$ cat config.mk
export PLATFORM = sky130hd
export DESIGN_NAME = fpaddsub_norm_pipe
export DESIGN_NICKNAME = d
export VERILOG_FILES = /design/src/rtl/fpaddsub_pkg.sv /design/src/rtl/fpaddsub_lzc.sv /design/src/rtl/fpaddsub_norm_pipe.sv
export SDC_FILE = /design/constraint.sdc
export NUM_CORES = 1
export LEC_CHECK = 0
export ABC_AREA = 1
export CAP_MARGIN = 20
export CORE_MARGIN = 1
export CORE_UTILIZATION = 55
export DETAILED_ROUTE_END_ITERATION = 10
export HOLD_SLACK_MARGIN = 0.06
export PLACE_DENSITY = 0.86
export SYNTH_ARGS = -nofsm -noshare
export SYNTH_HDL_FRONTEND = slang
export SYNTH_HIERARCHICAL = 1
export SYNTH_SLANG_ARGS = --single-unit
$ cat constraint.sdc
create_clock -name clk -period 2.65 [get_ports clk]
set_input_delay 0.795 -clock clk [delete_from_list [all_inputs] [get_ports clk]]
set_output_delay 0.795 -clock clk [all_outputs]
set_load 0.01 [all_outputs]
$ cat src/rtl/fpaddsub_pkg.sv
// Shared definitions for the FP add/sub normalisation datapath.
//  - Default widths for the mantissa sum and the sideband tag.
//  - shift_t: shift-count type at the default sum width.
//  - lzc_sat(): behavioural leading-zero count with saturation. It is the
//    reference used by the lzc self-check and by the testbench model.
package fpaddsub_pkg;

    localparam int unsigned FPADD_SUM_W_DEF   = 17;
    localparam int unsigned FPADD_TAG_W_DEF   = 8;
    localparam int unsigned FPADD_SHIFT_W_DEF = $clog2(FPADD_SUM_W_DEF);

    typedef logic [FPADD_SHIFT_W_DEF-1:0] shift_t;

    // Leading zeros of sum[width-1:0], counted from bit width-1, capped at max_shift.
    function automatic int unsigned lzc_sat(input logic [31:0] sum,
                                            input int unsigned max_shift,
                                            input int unsigned width = FPADD_SUM_W_DEF);
        int unsigned cnt;
        logic        found;
        cnt   = 0;
        found = 1'b0;
        for (int i = 31; i >= 0; i--) begin
            if (i < int'(width) && !found) begin
                if (sum[i]) begin
                    found = 1'b1;
                end else begin
                    cnt++;
                end
            end
        end
        return (cnt > max_shift) ? max_shift : cnt;
    endfunction

endpackage

$ cat src/rtl/fpaddsub_lzc.sv
// Combinational saturating leading-zero counter, built as a binary priority tree.
//  sum_i  [SUM_W]    value whose leading zeros (from bit SUM_W-1) are counted
//  lzc_o  [SHIFT_W]  min(leading zeros, MAX_SHIFT); all-zero input gives MAX_SHIFT
// The input is zero-padded at the LSB end up to a power of two so every tree level
// halves cleanly. Padding cannot change a non-zero count, and the all-zero case is
// saturated anyway.
module fpaddsub_lzc
    import fpaddsub_pkg::*;
#(
    parameter  int unsigned SUM_W     = FPADD_SUM_W_DEF,
    parameter  int unsigned MAX_SHIFT = SUM_W - 4,
    localparam int unsigned SHIFT_W   = $clog2(SUM_W)
) (
    input  logic [SUM_W-1:0]   sum_i,
    output logic [SHIFT_W-1:0] lzc_o
);

    localparam int unsigned PAD_W = 1 << SHIFT_W;
    localparam logic [SHIFT_W-1:0] MAX_S = SHIFT_W'(MAX_SHIFT);

    logic [PAD_W-1:0] padded;
    assign padded = PAD_W'(sum_i) << (PAD_W - SUM_W);

    // Level l has PAD_W>>l nodes; node j covers bits from the MSB side. Each node
    // reports whether its span is all zero and, if not, the zero count inside it.
    for (genvar l = 0; l <= SHIFT_W; l++) begin : g_lvl
        localparam int unsigned N = PAD_W >> l;
        logic [SHIFT_W-1:0] cnt  [N];
        logic               zero [N];
        for (genvar j = 0; j < N; j++) begin : g_node
            if (l == 0) begin : g_leaf
                assign zero[j] = ~padded[PAD_W-1-j];
                assign cnt[j]  = '0;
            end else begin : g_merge
                // Left child is the more significant half.
                assign zero[j] = g_lvl[l-1].zero[2*j] & g_lvl[l-1].zero[2*j+1];
                assign cnt[j]  = g_lvl[l-1].zero[2*j]
                               ? (SHIFT_W'(1 << (l - 1)) | g_lvl[l-1].cnt[2*j+1])
                               : g_lvl[l-1].cnt[2*j];
            end
        end
    end

    logic [SHIFT_W-1:0] root_cnt;
    logic               root_zero;
    assign root_cnt  = g_lvl[SHIFT_W].cnt[0];
    assign root_zero = g_lvl[SHIFT_W].zero[0];

    assign lzc_o = (root_zero || (root_cnt > MAX_S)) ? MAX_S : root_cnt;

endmodule

$ cat src/rtl/fpaddsub_norm_pipe.sv
// Two-stage elastic normalisation pipe for the FP add/sub datapath.
// S1 registers the sum, tag and saturated leading-zero count; S2 registers the
// left-shifted mantissa, the shift amount and the tag.
//  clk, rst_n            clock (rising edge), asynchronous active-low reset
//  in_valid/in_ready     input handshake; in_ready depends combinationally on out_ready
//  in_sum [SUM_W]        unnormalised mantissa sum (hidden bit + GRS)
//  in_tag [TAG_W]        sideband, passed through unmodified
//  out_valid/out_ready   output handshake
//  out_mant [SUM_W]      in_sum << out_shift
//  out_shift [SHIFT_W]   normalisation shift amount
//  out_tag [TAG_W]       sideband aligned with the result
//  out_zero              only when FPADD_NORM_ZERO_EN is defined: accepted sum was zero;
//                        out_shift is then forced to 0 so the exponent is left alone
module fpaddsub_norm_pipe
    import fpaddsub_pkg::*;
#(
    parameter  int unsigned SUM_W     = FPADD_SUM_W_DEF,
    parameter  int unsigned MAX_SHIFT = SUM_W - 4,
    parameter  int unsigned TAG_W     = FPADD_TAG_W_DEF,
    localparam int unsigned SHIFT_W   = $clog2(SUM_W)
) (
    input  logic               clk,
    input  logic               rst_n,
    input  logic               in_valid,
    output logic               in_ready,
    input  logic [SUM_W-1:0]   in_sum,
    input  logic [TAG_W-1:0]   in_tag,
    output logic               out_valid,
    input  logic               out_ready,
    output logic [SUM_W-1:0]   out_mant,
    output logic [SHIFT_W-1:0] out_shift,
    output logic [TAG_W-1:0]   out_tag
`ifdef FPADD_NORM_ZERO_EN
    ,
    output logic               out_zero
`endif
);

    // Stage registers
    logic               s1_valid_q, s1_valid_d;
    logic [SUM_W-1:0]   s1_sum_q,   s1_sum_d;
    logic [TAG_W-1:0]   s1_tag_q,   s1_tag_d;
    logic [SHIFT_W-1:0] s1_lzc_q,   s1_lzc_d;

    logic               s2_valid_q, s2_valid_d;
    logic [SUM_W-1:0]   s2_mant_q,  s2_mant_d;
    logic [SHIFT_W-1:0] s2_shift_q, s2_shift_d;
    logic [TAG_W-1:0]   s2_tag_q,   s2_tag_d;
`ifdef FPADD_NORM_ZERO_EN
    logic               s2_zero_q,  s2_zero_d;
    logic               s1_is_zero;
`endif

    logic               s1_adv, s2_adv;
    logic               s1_load, s2_load;
    logic [SHIFT_W-1:0] in_lzc;
    logic [SUM_W-1:0]   shifted;

    fpaddsub_lzc #(
        .SUM_W     (SUM_W),
        .MAX_SHIFT (MAX_SHIFT)
    ) u_lzc (
        .sum_i (in_sum),
        .lzc_o (in_lzc)
    );

    // Handshake: a stage may advance when it is empty or the next one advances.
    always_comb begin
        s2_adv   = ~s2_valid_q | out_ready;
        s1_adv   = ~s1_valid_q | s2_adv;
        in_ready = s1_adv;
        s1_load  = s1_adv & in_valid;
        s2_load  = s2_adv & s1_valid_q;
    end

    // Barrel shifter: level k shifts by 2**k when bit k of the count is set.
    always_comb begin
        shifted = s1_sum_q;
        for (int k = 0; k < int'(SHIFT_W); k++) begin
            if (s1_lzc_q[k]) begin
                shifted = shifted << (1 << k);
            end
        end
    end

`ifdef FPADD_NORM_ZERO_EN
    assign s1_is_zero = (s1_sum_q == '0);
`endif

    // Next-state: data registers only load on an actual transfer so that they hold
    // steady during stalls and while the stage is empty.
    always_comb begin
        s1_valid_d = s1_adv ? in_valid : s1_valid_q;
        s1_sum_d   = s1_load ? in_sum : s1_sum_q;
        s1_tag_d   = s1_load ? in_tag : s1_tag_q;
        s1_lzc_d   = s1_load ? in_lzc : s1_lzc_q;

        s2_valid_d = s2_adv ? s1_valid_q : s2_valid_q;
        s2_mant_d  = s2_load ? shifted : s2_mant_q;
        s2_tag_d   = s2_load ? s1_tag_q : s2_tag_q;
`ifdef FPADD_NORM_ZERO_EN
        s2_zero_d  = s2_load ? s1_is_zero : s2_zero_q;
        s2_shift_d = s2_load ? (s1_is_zero ? '0 : s1_lzc_q) : s2_shift_q;
`else
        s2_shift_d = s2_load ? s1_lzc_q : s2_shift_q;
`endif
    end

    always_ff @(posedge clk or negedge rst_n) begin
        if (!rst_n) begin
            s1_valid_q <= 1'b0;
            s1_sum_q   <= '0;
            s1_tag_q   <= '0;
            s1_lzc_q   <= '0;
            s2_valid_q <= 1'b0;
            s2_mant_q  <= '0;
            s2_shift_q <= '0;
            s2_tag_q   <= '0;
`ifdef FPADD_NORM_ZERO_EN
            s2_zero_q  <= 1'b0;
`endif
        end else begin
            s1_valid_q <= s1_valid_d;
            s1_sum_q   <= s1_sum_d;
            s1_tag_q   <= s1_tag_d;
            s1_lzc_q   <= s1_lzc_d;
            s2_valid_q <= s2_valid_d;
            s2_mant_q  <= s2_mant_d;
            s2_shift_q <= s2_shift_d;
            s2_tag_q   <= s2_tag_d;
`ifdef FPADD_NORM_ZERO_EN
            s2_zero_q  <= s2_zero_d;
`endif
        end
    end

    assign out_valid = s2_valid_q;
    assign out_mant  = s2_mant_q;
    assign out_shift = s2_shift_q;
    assign out_tag   = s2_tag_q;
`ifdef FPADD_NORM_ZERO_EN
    assign out_zero  = s2_zero_q;
`endif

`ifndef SYNTHESIS
    // Tree counter must agree with the behavioural count for every held S1 entry.
    lzc_matches_ref: assert property (@(posedge clk) disable iff (!rst_n)
        s1_valid_q |-> (32'(s1_lzc_q) == lzc_sat(32'(s1_sum_q), MAX_SHIFT, SUM_W)));
`endif

endmodule

==> metrics.cfg <==
[outcome]
outcome=complete, no violations

[grt]
antenna_found_initial=0
grt_max_degree=46
grt_pass1_vias=2657
grt_use_total_pct=25.49
grt_pass1_wl_um=12160
grt_overflow=0

[worst_setup_path]
crit_required_ns=1.86
worstPathMaxFanout=2
rrSetupSlack_ns=0.81
r2r_start=s1_lzc_q[0]
crit_family=buffers and inverters
end_kind=output pin
worst_setup_path_start_kind=input pin
r2r-end=out_mant[11]
cp_slowest_cell=clkdlybuf4s50_1
path_cells=clkdlybuf4s50_1 > inv_1 > nand3_1 > dlygate4sd2_1
crit_type=input pin to output pin
arrival_ns=1.67
cp.buffers_inverters=3
slowest_delay_ns=0.45
ff2ff_path_depth=7

[drt]
detail-route-antenna-nets=0
wl_per_cell_um=13.12
vias_per_cell=5.387
first_iter_violations=236
drcViolationCount=0
routed_wl_um=7111
vias=2920
drt_pass1_iterations=5

[placed_design]
port_buffers=60
gp_congestion=0.8791
dp.cells=526
dp_hpwl_um=5025
placed_area_um2=3891

[timing]
relSlewSlack_pct=55.89
min_period_over_period_pct=92.88
fin_tns_setup_ns=0
hold_ws_ns=0.3756
min_period_ns=2.461
max_freq_mhz=406.3
finalClockSkew_ns=0.009794
rsz0062_at_grt=no
maxSlewViolCount=0
worst-slew-pin-transition_ns=0.6617
hold_viol=0
setup_viol=0

[pwr]
p_int_mw=2.366
pwr-share-comb_pct=29.6
power_density_nw_per_um2=820.9
irDropWorstVdd_mv=0.4775
switchingPower_mw=1.049
p_clk_share_pct=32.6
seq_power_share_pct=37.8
netSwitchingFraction_pct=30.70
p_leak_nw=1.997

[logic_synthesis]
synth_commonest_cells=nand2_1, dfrtp_1, nand3_1, nor2_1, inv_1
avgSynthCellArea_um2=8.034
yosysTopAreaCellShare_pct=47.80
yosys_register_bits=62
synthDistinctLibCells=32
ys_async_sr_fraction_pct=100.0
syn_nets=433
ys_seq_area_share_pct=47.80
synth_area_leaders=dfrtp_1, nand2_1, nand3_1
syn-cell-area_um2=3246
synth_edf_count=0
ys.flop_type=dfrtp_1
yosysWarnings=6
yosysMostFrequentCell=nand2_1
netlist_instances=404
synth_area_leader_cell=dfrtp_1

[clocking]
numClockSinks=62
cts-root-buf=clkbuf_8
path_clk_slew_ns=0.07
cts_buffers=9
tritoncts=yes
cts_hold_buf=0
clk-insertion-delay-late_ns=0.34
clockBufferDepth=2
h-tree-depth=3

[die]
initial_utilization_pct=57.88
num_rows=27
chipHeight_um=78.82
dieWidth_um=78.82
io_pins=61
die-area_um2=6213
core_um2=5608

[job]
drv_cap=0

[layout]
layout-drive-gt1-share_pct=12.34
fin_cells=542
syn_to_final_growth_pct=28.18
num-nets-final=494
fin_area_um2=4160
utilization_pct=74.19
n_antenna_cell=0

[hold_path]
hp-class=input pin to asynchronous set/reset pin

layout by cell type, fill, tap and decap left out, types with 2 or more instances in the layout:
master           netlist  layout
nand2_1              119     119
dfrtp_1               62      62
clkdlybuf4s50_1        0      58
nand3_1               44      44
nor2_1                33      33
inv_1                 30      30
a21oi_1               24      24
o21ai_0               21      21
clkbuf_8               0      10
buf_4                  6       9
mux2_2                 8       8
o21ai_1                7       7
bufinv_16              0       4
nand2_2                3       3
mux2_1                 3       3
inv_2                  3       3
o21ai_2                3       3
nor2_4                 3       3
nor2_2                 3       3
nand2_4                2       2
nor2_8                 2       2
o211ai_1               2       2
nand4_1                2       2
nor3_1                 2       2
layout make-up:
type / count / area (um2)
multi-input cells: 288 / 1436
flip-flops and latches: 62 / 1551
clock inverters: 6 / 132.6
clock buffers: 10 / 137.6
well taps: 72 / 90.09
fillers: 448 / 1448
repair buffers: 70 / 681.9
inverters: 34 / 130.1
power by group through the flow:
stage	Combinational, mW	Clock [mW]	Sequential [mW]
after detailed placement	1.00	0	1.30
after global routing	1.13	1.17	1.32
after global placement	0.973	0	1.30
after CTS	1.01	1.12	1.29
final	1.01	1.11	1.29
after floorplan	0.544	0	1.32
registers in the layout (all words and copies together), names as in the netlist:
name	count
out_mant	17
s1_sum_q	17
out_tag	8
s1_tag_q	8
out_shift	5
s1_lzc_q	5
out_valid	1
s1_valid_q	1
timing repair:
item | 4_1_cts | 5_1_grt
endpoints found under the setup margin | 1 | 0
setup buffers | 0 | 0
resized for setup | 1 | 0
worst max path at each step:
stage               from       end  slack [ns]  depth (start not counted)
6_report       out_ready  in_ready        0.19                          4
5_1_grt        out_ready  in_ready        0.13                          4
4_1_cts        out_ready  in_ready        0.18                          4
3_5_place_dp   out_ready  in_ready       -0.08                          4
3_3_place_gp   out_ready  in_ready       -0.04                          4
2_1_floorplan  out_ready  in_ready        0.84                          2
through the flow:
step	setup WS, ns	total power [mW]
after global placement	-0.04337	2.271
final	0.1887	3.415
after CTS	0.1810	3.422
after detailed placement	-0.08420	2.308
after global routing	0.1321	3.617
after floorplan	0.8444	1.866
worst reg2reg max path, stage by stage (launching register included):
cell	delay, ns
dfrtp_1	0.58
inv_2	0.27
o21ai_0	0.34
o21ai_0	0.17
nand2_1	0.14
nand2_1	0.08
nand3_1	0.10
nand2_1	0.06
cells by family (layout without fill, tap and decap cells):
group,count (synthesis),after routing,share of synthesized area [%]
and+or+nand+nor,214,214,29.38
buffers and inverters,54,120,7.941
other,1,1,0.1155
DFF,62,62,47.80
AOI/OAI and AO/OA,62,62,10.95
muxes,11,11,3.817
metal layers:
layer  global-route usage [%]  up-vias  routed length [um]
li1                         -     1427                   -
met5                        0        -                   0
met1                    33.54     1362                3119
met2                    40.87      116                3468
met4                    10.91        0                 134
met3                    5.402       15                 388
No activity file was read; power rests on OpenSTA's default activity.
